===== src/rtl/pe_os_acc_drain_if.sv =====
// Result drain port of the output-stationary PE: valid/ready with a registered payload.
// The sat_flag member exists only when PE_ACC_SAT_EN is defined.
interface pe_os_acc_drain_if #(
    parameter int ACCWIDTH = 20
) ();
    logic [ACCWIDTH-1:0] res_out;
    logic                res_vld;
    logic                res_rdy;
`ifdef PE_ACC_SAT_EN
    logic                sat_flag;
`endif

    // A result transfers on a rising edge where res_vld && res_rdy; res_out is stable while res_vld waits.
    modport master (
        output res_out,
        output res_vld,
`ifdef PE_ACC_SAT_EN
        output sat_flag,
`endif
        input  res_rdy
    );

    modport slave (
        input  res_out,
        input  res_vld,
`ifdef PE_ACC_SAT_EN
        input  sat_flag,
`endif
        output res_rdy
    );
endinterface


===== src/rtl/pe_os_acc_drain.sv =====
// Output-stationary systolic PE: forwards A/B operands, accumulates a K_len-long dot product, drains via valid/ready.
// Optional macro PE_ACC_SAT_EN: saturating accumulation plus sticky sat_flag on the drain port.
module pe_os_acc_drain #(
    parameter int DATAWIDTH = 8,
    parameter int ACCWIDTH  = 2*DATAWIDTH+4,
    parameter int KWIDTH    = 8
) (
    input  logic                 CLK,
    input  logic                 RSTn,
    input  logic [DATAWIDTH-1:0] A_in,
    input  logic                 A_vld_in,
    input  logic [DATAWIDTH-1:0] B_in,
    input  logic                 B_vld_in,
    output logic [DATAWIDTH-1:0] Next_A,
    output logic                 Next_A_vld,
    output logic [DATAWIDTH-1:0] Next_B,
    output logic                 Next_B_vld,
    input  logic                 start,
    input  logic [KWIDTH-1:0]    K_len,
    input  logic                 signed_mode,
    output logic                 busy,
    output logic [1:0]           state_dbg,
    pe_os_acc_drain_if.master    drain
);
    typedef enum logic [1:0] {IDLE = 2'd0, ACC = 2'd1, HOLD = 2'd2} state_t;

    state_t              state, state_next;
    logic [ACCWIDTH-1:0] acc, acc_next, acc_sum, res_q, res_next, prod, a_x, b_x;
    logic [KWIDTH-1:0]   cnt, cnt_next, k_len_q, k_next;
    logic                signed_q, sm_next, fire, do_load;
`ifdef PE_ACC_SAT_EN
    logic                sat_q, sat_next, clamp;
    logic [ACCWIDTH:0]   usum;
`endif

    always_ff @(posedge CLK or negedge RSTn) begin
        if (!RSTn) begin
            Next_A     <= '0;
            Next_A_vld <= 1'b0;
            Next_B     <= '0;
            Next_B_vld <= 1'b0;
        end else begin
            Next_A     <= A_in;
            Next_A_vld <= A_vld_in;
            Next_B     <= B_in;
            Next_B_vld <= B_vld_in;
        end
    end

    // Extending operands to ACCWIDTH before multiplying gives the full product modulo 2^ACCWIDTH.
    assign a_x  = {{(ACCWIDTH-DATAWIDTH){signed_q & A_in[DATAWIDTH-1]}}, A_in};
    assign b_x  = {{(ACCWIDTH-DATAWIDTH){signed_q & B_in[DATAWIDTH-1]}}, B_in};
    assign prod = a_x * b_x;
    assign fire = A_vld_in && B_vld_in && (state == ACC);

`ifdef PE_ACC_SAT_EN
    always_comb begin
        usum    = {1'b0, acc} + {1'b0, prod};
        acc_sum = usum[ACCWIDTH-1:0];
        clamp   = 1'b0;
        if (signed_q) begin
            if ((acc[ACCWIDTH-1] == prod[ACCWIDTH-1]) && (usum[ACCWIDTH-1] != acc[ACCWIDTH-1])) begin
                clamp   = 1'b1;
                acc_sum = acc[ACCWIDTH-1] ? {1'b1, {(ACCWIDTH-1){1'b0}}} : {1'b0, {(ACCWIDTH-1){1'b1}}};
            end
        end else if (usum[ACCWIDTH]) begin
            clamp   = 1'b1;
            acc_sum = '1;
        end
    end
`else
    assign acc_sum = acc + prod;
`endif

    always_comb begin
        state_next = state;
        acc_next   = acc;
        cnt_next   = cnt;
        k_next     = k_len_q;
        sm_next    = signed_q;
        res_next   = res_q;
        do_load    = 1'b0;
`ifdef PE_ACC_SAT_EN
        sat_next   = sat_q;
`endif
        case (state)
            IDLE: do_load = start;
            ACC: begin
                if (start) begin
                    do_load = 1'b1;
                end else if (fire) begin
                    acc_next = acc_sum;
                    cnt_next = cnt + KWIDTH'(1);
`ifdef PE_ACC_SAT_EN
                    sat_next = sat_q | clamp;
`endif
                    if (cnt_next == k_len_q) begin
                        state_next = HOLD;
                        res_next   = acc_sum;
                    end
                end
            end
            HOLD: begin
                if (drain.res_rdy) begin
                    do_load    = start;
                    state_next = IDLE;
                end
            end
            default: state_next = IDLE;
        endcase
        // A new tile overrides whatever the case arm chose; zero length finishes at once.
        if (do_load) begin
            k_next   = K_len;
            sm_next  = signed_mode;
            acc_next = '0;
            cnt_next = '0;
`ifdef PE_ACC_SAT_EN
            sat_next = 1'b0;
`endif
            if (K_len == '0) begin
                state_next = HOLD;
                res_next   = '0;
            end else begin
                state_next = ACC;
            end
        end
    end

    always_ff @(posedge CLK or negedge RSTn) begin
        if (!RSTn) begin
            state    <= IDLE;
            acc      <= '0;
            cnt      <= '0;
            k_len_q  <= '0;
            signed_q <= 1'b0;
            res_q    <= '0;
`ifdef PE_ACC_SAT_EN
            sat_q    <= 1'b0;
`endif
        end else begin
            state    <= state_next;
            acc      <= acc_next;
            cnt      <= cnt_next;
            k_len_q  <= k_next;
            signed_q <= sm_next;
            res_q    <= res_next;
`ifdef PE_ACC_SAT_EN
            sat_q    <= sat_next;
`endif
        end
    end

    assign drain.res_out = res_q;
    assign drain.res_vld = (state == HOLD);
`ifdef PE_ACC_SAT_EN
    assign drain.sat_flag = sat_q;
`endif
    assign busy      = (state != IDLE);
    assign state_dbg = state;
endmodule


===== src/flat_wrapper.sv =====
// flat-port wrapper written by rule: the top's interface ports become plain ports
module pe_os_acc_drain_flat 
#(
    parameter int DATAWIDTH = 8,
    parameter int ACCWIDTH  = 2*DATAWIDTH+4,
    parameter int KWIDTH    = 8
)
  (CLK, RSTn, A_in, A_vld_in, B_in, B_vld_in, Next_A, Next_A_vld, Next_B, Next_B_vld, start, K_len, signed_mode, busy, state_dbg, drain_res_out, drain_res_vld, drain_res_rdy);
  pe_os_acc_drain_if #(.ACCWIDTH(ACCWIDTH)) drain_i ();
  input  logic CLK;
  input  logic RSTn;
  input  logic [DATAWIDTH-1:0] A_in;
  input  logic A_vld_in;
  input  logic [DATAWIDTH-1:0] B_in;
  input  logic B_vld_in;
  output logic [DATAWIDTH-1:0] Next_A;
  output logic Next_A_vld;
  output logic [DATAWIDTH-1:0] Next_B;
  output logic Next_B_vld;
  input  logic start;
  input  logic [KWIDTH-1:0] K_len;
  input  logic signed_mode;
  output logic busy;
  output logic [1:0] state_dbg;
  output wire logic [$bits(drain_i.res_out)-1:0] drain_res_out;
  output wire logic [$bits(drain_i.res_vld)-1:0] drain_res_vld;
  input wire logic [$bits(drain_i.res_rdy)-1:0] drain_res_rdy;
  assign drain_res_out = drain_i.res_out;
  assign drain_res_vld = drain_i.res_vld;
  assign drain_i.res_rdy = drain_res_rdy;
  pe_os_acc_drain #(.DATAWIDTH(DATAWIDTH), .ACCWIDTH(ACCWIDTH), .KWIDTH(KWIDTH)) u_core (.CLK(CLK), .RSTn(RSTn), .A_in(A_in), .A_vld_in(A_vld_in), .B_in(B_in), .B_vld_in(B_vld_in), .Next_A(Next_A), .Next_A_vld(Next_A_vld), .Next_B(Next_B), .Next_B_vld(Next_B_vld), .start(start), .K_len(K_len), .signed_mode(signed_mode), .busy(busy), .state_dbg(state_dbg), .drain(drain_i));
endmodule

===== config.mk =====
export PLATFORM = sky130hd
export DESIGN_NAME = pe_os_acc_drain_flat
export DESIGN_NICKNAME = d
export VERILOG_FILES = /design/src/rtl/pe_os_acc_drain_if.sv /design/src/rtl/pe_os_acc_drain.sv /design/src/flat_wrapper.sv
export SDC_FILE = /design/constraint.sdc
export NUM_CORES = 1
export LEC_CHECK = 0
export BUFFER_PORTS_ARGS = -buffer_cell sky130_fd_sc_hd__buf_2
export CORE_MARGIN = 8
export CORE_UTILIZATION = 61
export CTS_CLUSTER_DIAMETER = 200
export DETAILED_ROUTE_END_ITERATION = 16
export PLACE_DENSITY = 0.82
export SLEW_MARGIN = 25
export SYNTH_ARGS = -nofsm -noshare
export SYNTH_HDL_FRONTEND = slang
export SYNTH_SLANG_ARGS = --single-unit
export TNS_END_PERCENT = 30

===== constraint.sdc =====
create_clock -name CLK -period 7 [get_ports CLK]
set_input_delay 1.05 -clock CLK [delete_from_list [all_inputs] [get_ports CLK]]
set_output_delay 1.05 -clock CLK [all_outputs]
set_load 0.01 [all_outputs]

# Word-level counts from Yosys, hierarchy flattened
# Cells that the tools add are included.
dict set report op_classes {
  addsub 2
  mul 1
  eq_ne 9
  n_mux 24
  bitwise 2
  reduce_logical 9
}
# cell count
set op_table {}
lappend op_table {{two-way mux 20 bit} 10}
lappend op_table {{two-way mux 8 bit} 4}
lappend op_table {{adder 20 bit} 1}
lappend op_table {{multiplier 9 x 9 -> 18 bit} 1}
lappend op_table {{two-way mux 2 bit} 6}
lappend op_table {{adder 8 x 1 -> 8 bit (second input constant)} 1}
lappend op_table {{equality test 8 bit} 1}
lappend op_table {{zero test 8 bit} 1}
lappend op_table {{!= test 3 x 1 -> 1 bit (second input constant)} 2}
lappend op_table {{!= test 3 x 2 -> 1 bit (second input constant)} 2}
lappend op_table {{one-hot mux 2 bit (3 select lines)} 1}
lappend op_table {{nonzero test 2 bit} 3}
lappend op_table {{AND reduction 5 bit} 1}
lappend op_table {{!= test 2 x 1 -> 1 bit (second input constant)} 2}
lappend op_table {{one-hot mux 1 bit (3 select lines)} 1}
lappend op_table {{AND reduction 3 bit} 1}
lappend op_table {{AND 1 bit} 2}
lappend op_table {{equality test 2 x 1 -> 1 bit (second input constant)} 1}
lappend op_table {{equality test 2 bit (second input constant)} 1}
lappend op_table {{logical AND 1 bit} 2}
lappend op_table {{zero test 2 bit} 1}
lappend op_table {{two-way mux 1 bit} 2}
dict set report word_totals {
  regBits 77
  input_bits 31
  out_inout_bits 42
}

# Longest topological paths before layout
dict set report depth {
  word_depth 9
  mapped_depth 29
}

# Least setup slack after synthesis
# Ideal clock, no wire load.
dict set report synth_timing {
  path_type {input -> register}
  startpoint {in B_in[7]}
  endpoint {reg u_core.res_q[19], in the netlist u_core.drain.res_out[19]}
  setup_time_ns 0.080
  arrival_ns 7.084
  required_time_ns 6.920
  slack_ns -0.164
  cell_stages 26
  path_buffers 0
  cell_sequence {nand2_1 -> or2_2 -> fa_1 -> fa_1 -> inv_1 -> fa_1 -> fa_1 -> inv_1 -> fa_1 -> inv_1 -> ha_1 -> nor2b_1 -> o21a_1 -> nor3_1 -> nor2_1 -> a21oi_1 -> xnor2_1 -> ha_1 -> o21a_1 -> nor2_1 -> or3_1 -> o21ai_1 -> o31a_1 -> nor3_1 -> mux2_4 -> nor3_2}
}
dict set report synth_via {
  elab_chain_cells 9
}
# element line_no
set synth_rtl {}
lappend synth_rtl {{start: declaration} flat_wrapper.sv:14} ;# input logic [DATAWIDTH-1:0] B_in;
lappend synth_rtl {{AND 1 bit} pe_os_acc_drain.sv:52} ;# assign b_x = {{(ACCWIDTH-DATAWIDTH){signed_q & B_in[DATAWIDTH-1]}}, B_in};
lappend synth_rtl {{multiplier 9 x 9 -> 18 bit *} pe_os_acc_drain.sv:53} ;# assign prod = a_x * b_x;
lappend synth_rtl {{adder 20 bit *} pe_os_acc_drain.sv:72} ;# assign acc_sum = acc + prod;
lappend synth_rtl {{two-way mux 20 bit *} pe_os_acc_drain.sv:97} ;# if (cnt_next == k_len_q) begin
lappend synth_rtl {{two-way mux 20 bit *} pe_os_acc_drain.sv:91} ;# end else if (fire) begin
lappend synth_rtl {{two-way mux 20 bit *} pe_os_acc_drain.sv:89} ;# if (start) begin
lappend synth_rtl {{two-way mux 20 bit *} pe_os_acc_drain.sv:86} ;# case (state)
lappend synth_rtl {{two-way mux 20 bit} pe_os_acc_drain.sv:120} ;# if (K_len == '0) begin
lappend synth_rtl {{two-way mux 20 bit *} pe_os_acc_drain.sv:112} ;# if (do_load) begin
lappend synth_rtl {{net u_core.res_next[19]} pe_os_acc_drain.sv:28} ;# logic [ACCWIDTH-1:0] acc, acc_next, acc_sum, res_q, res_next, prod, a_x, b_x;
lappend synth_rtl {{end signal: assignment} pe_os_acc_drain.sv:146} ;# res_q <= res_next;
lappend synth_rtl {{end: declaration} pe_os_acc_drain.sv:28}
# Mark *: on every way through the listed nets, which the timed path passes. The rest lies on a longest branch.
# A chain may end at the register's enable or synchronous reset.

# Worst setup path after layout
dict set report layout_timing {
  startpoint {in B_in[5]}
  endpoint {reg u_core.res_q[16], in the netlist u_core.drain.res_out[16]}
}
dict set report layout_via {
  elab_chain_cells 8
}
# element line_no
set layout_rtl {}
lappend layout_rtl {{multiplier 9 x 9 -> 18 bit *} pe_os_acc_drain.sv:53}
lappend layout_rtl {{adder 20 bit *} pe_os_acc_drain.sv:72}
lappend layout_rtl {{two-way mux 20 bit *} pe_os_acc_drain.sv:97}
lappend layout_rtl {{two-way mux 20 bit *} pe_os_acc_drain.sv:91}
lappend layout_rtl {{two-way mux 20 bit *} pe_os_acc_drain.sv:89}
lappend layout_rtl {{two-way mux 20 bit *} pe_os_acc_drain.sv:86}
lappend layout_rtl {{two-way mux 20 bit} pe_os_acc_drain.sv:120}
lappend layout_rtl {{two-way mux 20 bit *} pe_os_acc_drain.sv:112}
lappend layout_rtl {{net u_core.res_next[16]} pe_os_acc_drain.sv:28}
# Marks and branches as above.

==> metrics.md <==
| Metric | Value |
|---|---|
| Status | finished, final reports clean |
| Worst path bufs/invs | 5 |
| First-pass GRT wire length | 26,680 um |
| Final std cell area, no fill | 8264 sq um |
| PortBufs | 72 |
| Worst-path clk slew | 60 ps |
| CTS tree | done |
| Core area | 11,270 sq um |
| Final Hold Viols | 0 |
| RD Place Congestion | 1.002 |
| CTS Buffer Depth | 2 |
| Switching Fraction | 45.27% |
| Internal power | 2245 uW |
| Fin Setup TNS | 0 ps |
| Layout cell share with drive strength beyond 1 | 22.98% |
| CP required | 7270 ps |
| Skew-Pair Late Insertion Delay | 350 ps |
| Most frequent cells in the layout | nand2_1 (89), inv_1 (87), dfrtp_1 (77), buf_2 (70), fa_1 (67) |
| Post-DP HPWL | 12,590 um |
| Placed cell areas | 7762 sq um |
| Clk sinks | 77 |
| DR pass1 iterations | 5 |
| Placed cells | 960 |
| Hold-fix buffers, CTS | 0 |
| Relative slew slack | 41.44% |
| Drt drc | 0 |
| Ys flop type | dfrtp_1 |
| Max IR drop VDD | 0.3704 mV |
| NumNets Final | 996 |
| Initial antenna violation count | 0 |
| Clock share of power | 12.8% |
| Avg WL per Cell | 16.61 um |
| Sequential area share after synthesis | 27.75% |
| Cells after Synth | 723 |
| Crit-path max FO | 4 |
| # rows | 39 |
| Die Wd | 122.7 um |
| Comb pwr share | 74.0% |
| Final setup vio count | 0 |
| Mean Syn Cell Area | 9.605 sq um |
| NetSw | 1857 uW |
| Vias in the first global route | 5,854 |
| Worst-Margin Slew | 875.9 ps |
| Syn nets | 884 |
| Die height | 122.7 um |
| Non-Filler Instances | 983 |
| Setup Skew | 6.523 ps |
| Crit path time final | 6903 ps |
| Slowest stage delay, CP | 540 ps |
| Die area | 15,050 sq um |
| Max-Cap Viols | 0 |
| RSZ-0062 raised after global routing | true |
| Static Leak | 0.004181 uW |
| Maximum level of the CTS H-tree | 3 |
| Power Dens Cells | 496.3 nW/um^2 |
| Crit Path Class | in2reg |
| Crit. End Element | flip-flop |
| Yosys cell types | 54 |
| Slew Limit Fails | 0 |
| Boundary Pins | 73 |
| CP max stage cell | fa_1 |
| Iter 0 DRT Violations | 419 |
| CP Data Arrival Time | 7180 ps |
| Grt total ovfl | 0 |
| Asr flop ratio synth | 100.0% |
| Antenna diodes | 0 |
| Via density | 5.660 |
| Max frequency | 144.9 MHz |
| Fin crit share | 98.62% |
| Reg power frac | 13.2% |
| Worst hold stages | 1 |
| Post-synth EDFFs | 0 |
| Critical Path Stages | 26 |
| Critical path's top delay family | adder cells |
| Pin count of the biggest net entering global routing | 78 |
| R2R depth | 25 |
| Critical Path Start Type | input pin |
| Num CTS Buffers | 9 |
| Yosys warning count | 0 |
| Cell mode on critical path | fa_1 |
| Routed wire length | 16,330 um |
| Worst min-delay path class | reg2reg |
| Yosys reg bits | 77 |
| Leading cell type in the layout, fill and taps excluded | nand2_1 |
| DR vias | 5,564 |
| ANT nets after route | 0 |
| Area growth, synth to finish | 19.01% |
| Initial core utilization | 61.61% |
| Post-Route Utilization | 73.32% |
| Clk root buf | clkbuf_16 |
| FILL cells | 755 |
| Gr usage total | 22.27% |
| Post-Syn Area | 6944 sq um |
==> cells by family after synthesis <==
logic type | synth area share, %
simple gates | 14.58
fa+ha+maj | 31.10
compound gates | 11.96
buf+inv | 6.360
flops | 27.75
xor+xnor | 6.126
mux | 2.126
==> per-layer routing <==
layer / global-route usage, % / wire [um] / up-vias
met1: 25.71 / 6412 / 2803
met4: 7.845 / 287 / 0
met3: 4.508 / 784 / 30
met2: 40.13 / 8848 / 148
li1: - / - / 2583
met5: 0 / 0 / -
==> synth_stat cells (2+ instances only) <==
library cell	number	area [sq um]
a211oi_1	3	22.52
a211oi_2	2	25.02
a21o_1	7	52.55
a21oi_1	38	190.2
a22o_1	16	140.1
a22oi_1	2	15.01
and2_1	38	237.7
and3_1	3	18.77
buf_2	2	10.01
clkbuf_1	19	71.32
dfrtp_1	77	1927
fa_1	71	1421
ha_1	59	738.2
inv_1	90	337.8
mux2_2	10	112.6
mux2i_1	2	20.02
nand2_1	91	341.6
nand2b_1	8	50.05
nand3_1	13	65.06
nor2_1	34	127.6
nor2b_1	4	25.02
nor3_1	8	40.04
nor3_2	2	20.02
o211a_1	2	20.02
o21a_1	7	52.55
o21ai_0	29	145.1
o21ai_1	5	25.02
o21bai_1	3	22.52
o31a_1	2	17.52
o31ai_1	2	15.01
or2_2	4	25.02
or3_1	3	18.77
or4_1	2	15.01
xnor2_1	34	297.8
xor2_1	12	105.1
==> sequential cells by signal, summed over array words and instances, names as in the netlist <==
register	cells
u_core.drain.res_out	20
u_core.Next_B_vld	1
u_core.cnt	8
u_core.Next_B	8
u_core.Next_A_vld	1
u_core.signed_q	1
u_core.acc	20
u_core.Next_A	8
u_core.state_dbg	2
u_core.k_len_q	8
==> power by group through the flow <==
stage                     registers (uW)  clock network [uW]  logic [uW]
after global placement               544                   0        2600
final                                541                 525        3040
after floorplan                      541                   0        1910
after global routing                 545                 551        3340
after detailed placement             548                   0        2700
after CTS                            540                 533        2740
==> path summary, 6_finish.rpt <==
check                      slack (ps)                       end       startpoint
max in group asynchronous        5790          u_core.Next_B[7]             RSTn
max                               100  u_core.drain.res_out[16]          B_in[5]
min in group asynchronous         740   u_core.drain.res_out[3]             RSTn
min                               510             u_core.acc[3]    u_core.acc[3]
min reg2reg                       510             u_core.acc[3]    u_core.acc[3]
max reg2reg                       420  u_core.drain.res_out[16]  u_core.signed_q
==> per-stage QoR <==
step | setup WS, ps | power (uW) | hold slack, ps
2_1_floorplan | 69.78 | 2447 | 453.8
3_3_place_gp | -124.5 | 3139 | 485.1
3_5_place_dp | -326.7 | 3252 | 491.8
4_1_cts | -9.666 | 3815 | 506.8
5_1_grt | -88.38 | 4432 | 517.8
6_report | 96.73 | 4102 | 508.2
==> timing repair <==
action,4_1_cts,5_1_grt
endpoints found under the hold margin,0,0
setup buffers,0,7
gates resized for setup,0,35
pin swaps,0,30
setup endpoints to repair,2,8
==> final cells by class <==
cell class	count	area (sq um)	share of cell area, %
clock buffers	9	225.2	2.725
clock inverters	7	105.1	1.272
inverters	90	337.8	4.088
multi-input cells	532	4720	57.11
flip-flops and latches	77	1927	23.32
well taps	143	178.9	2.165
repair buffers	125	770.7	9.326
Note: power is estimated with default switching activity, not from simulation.
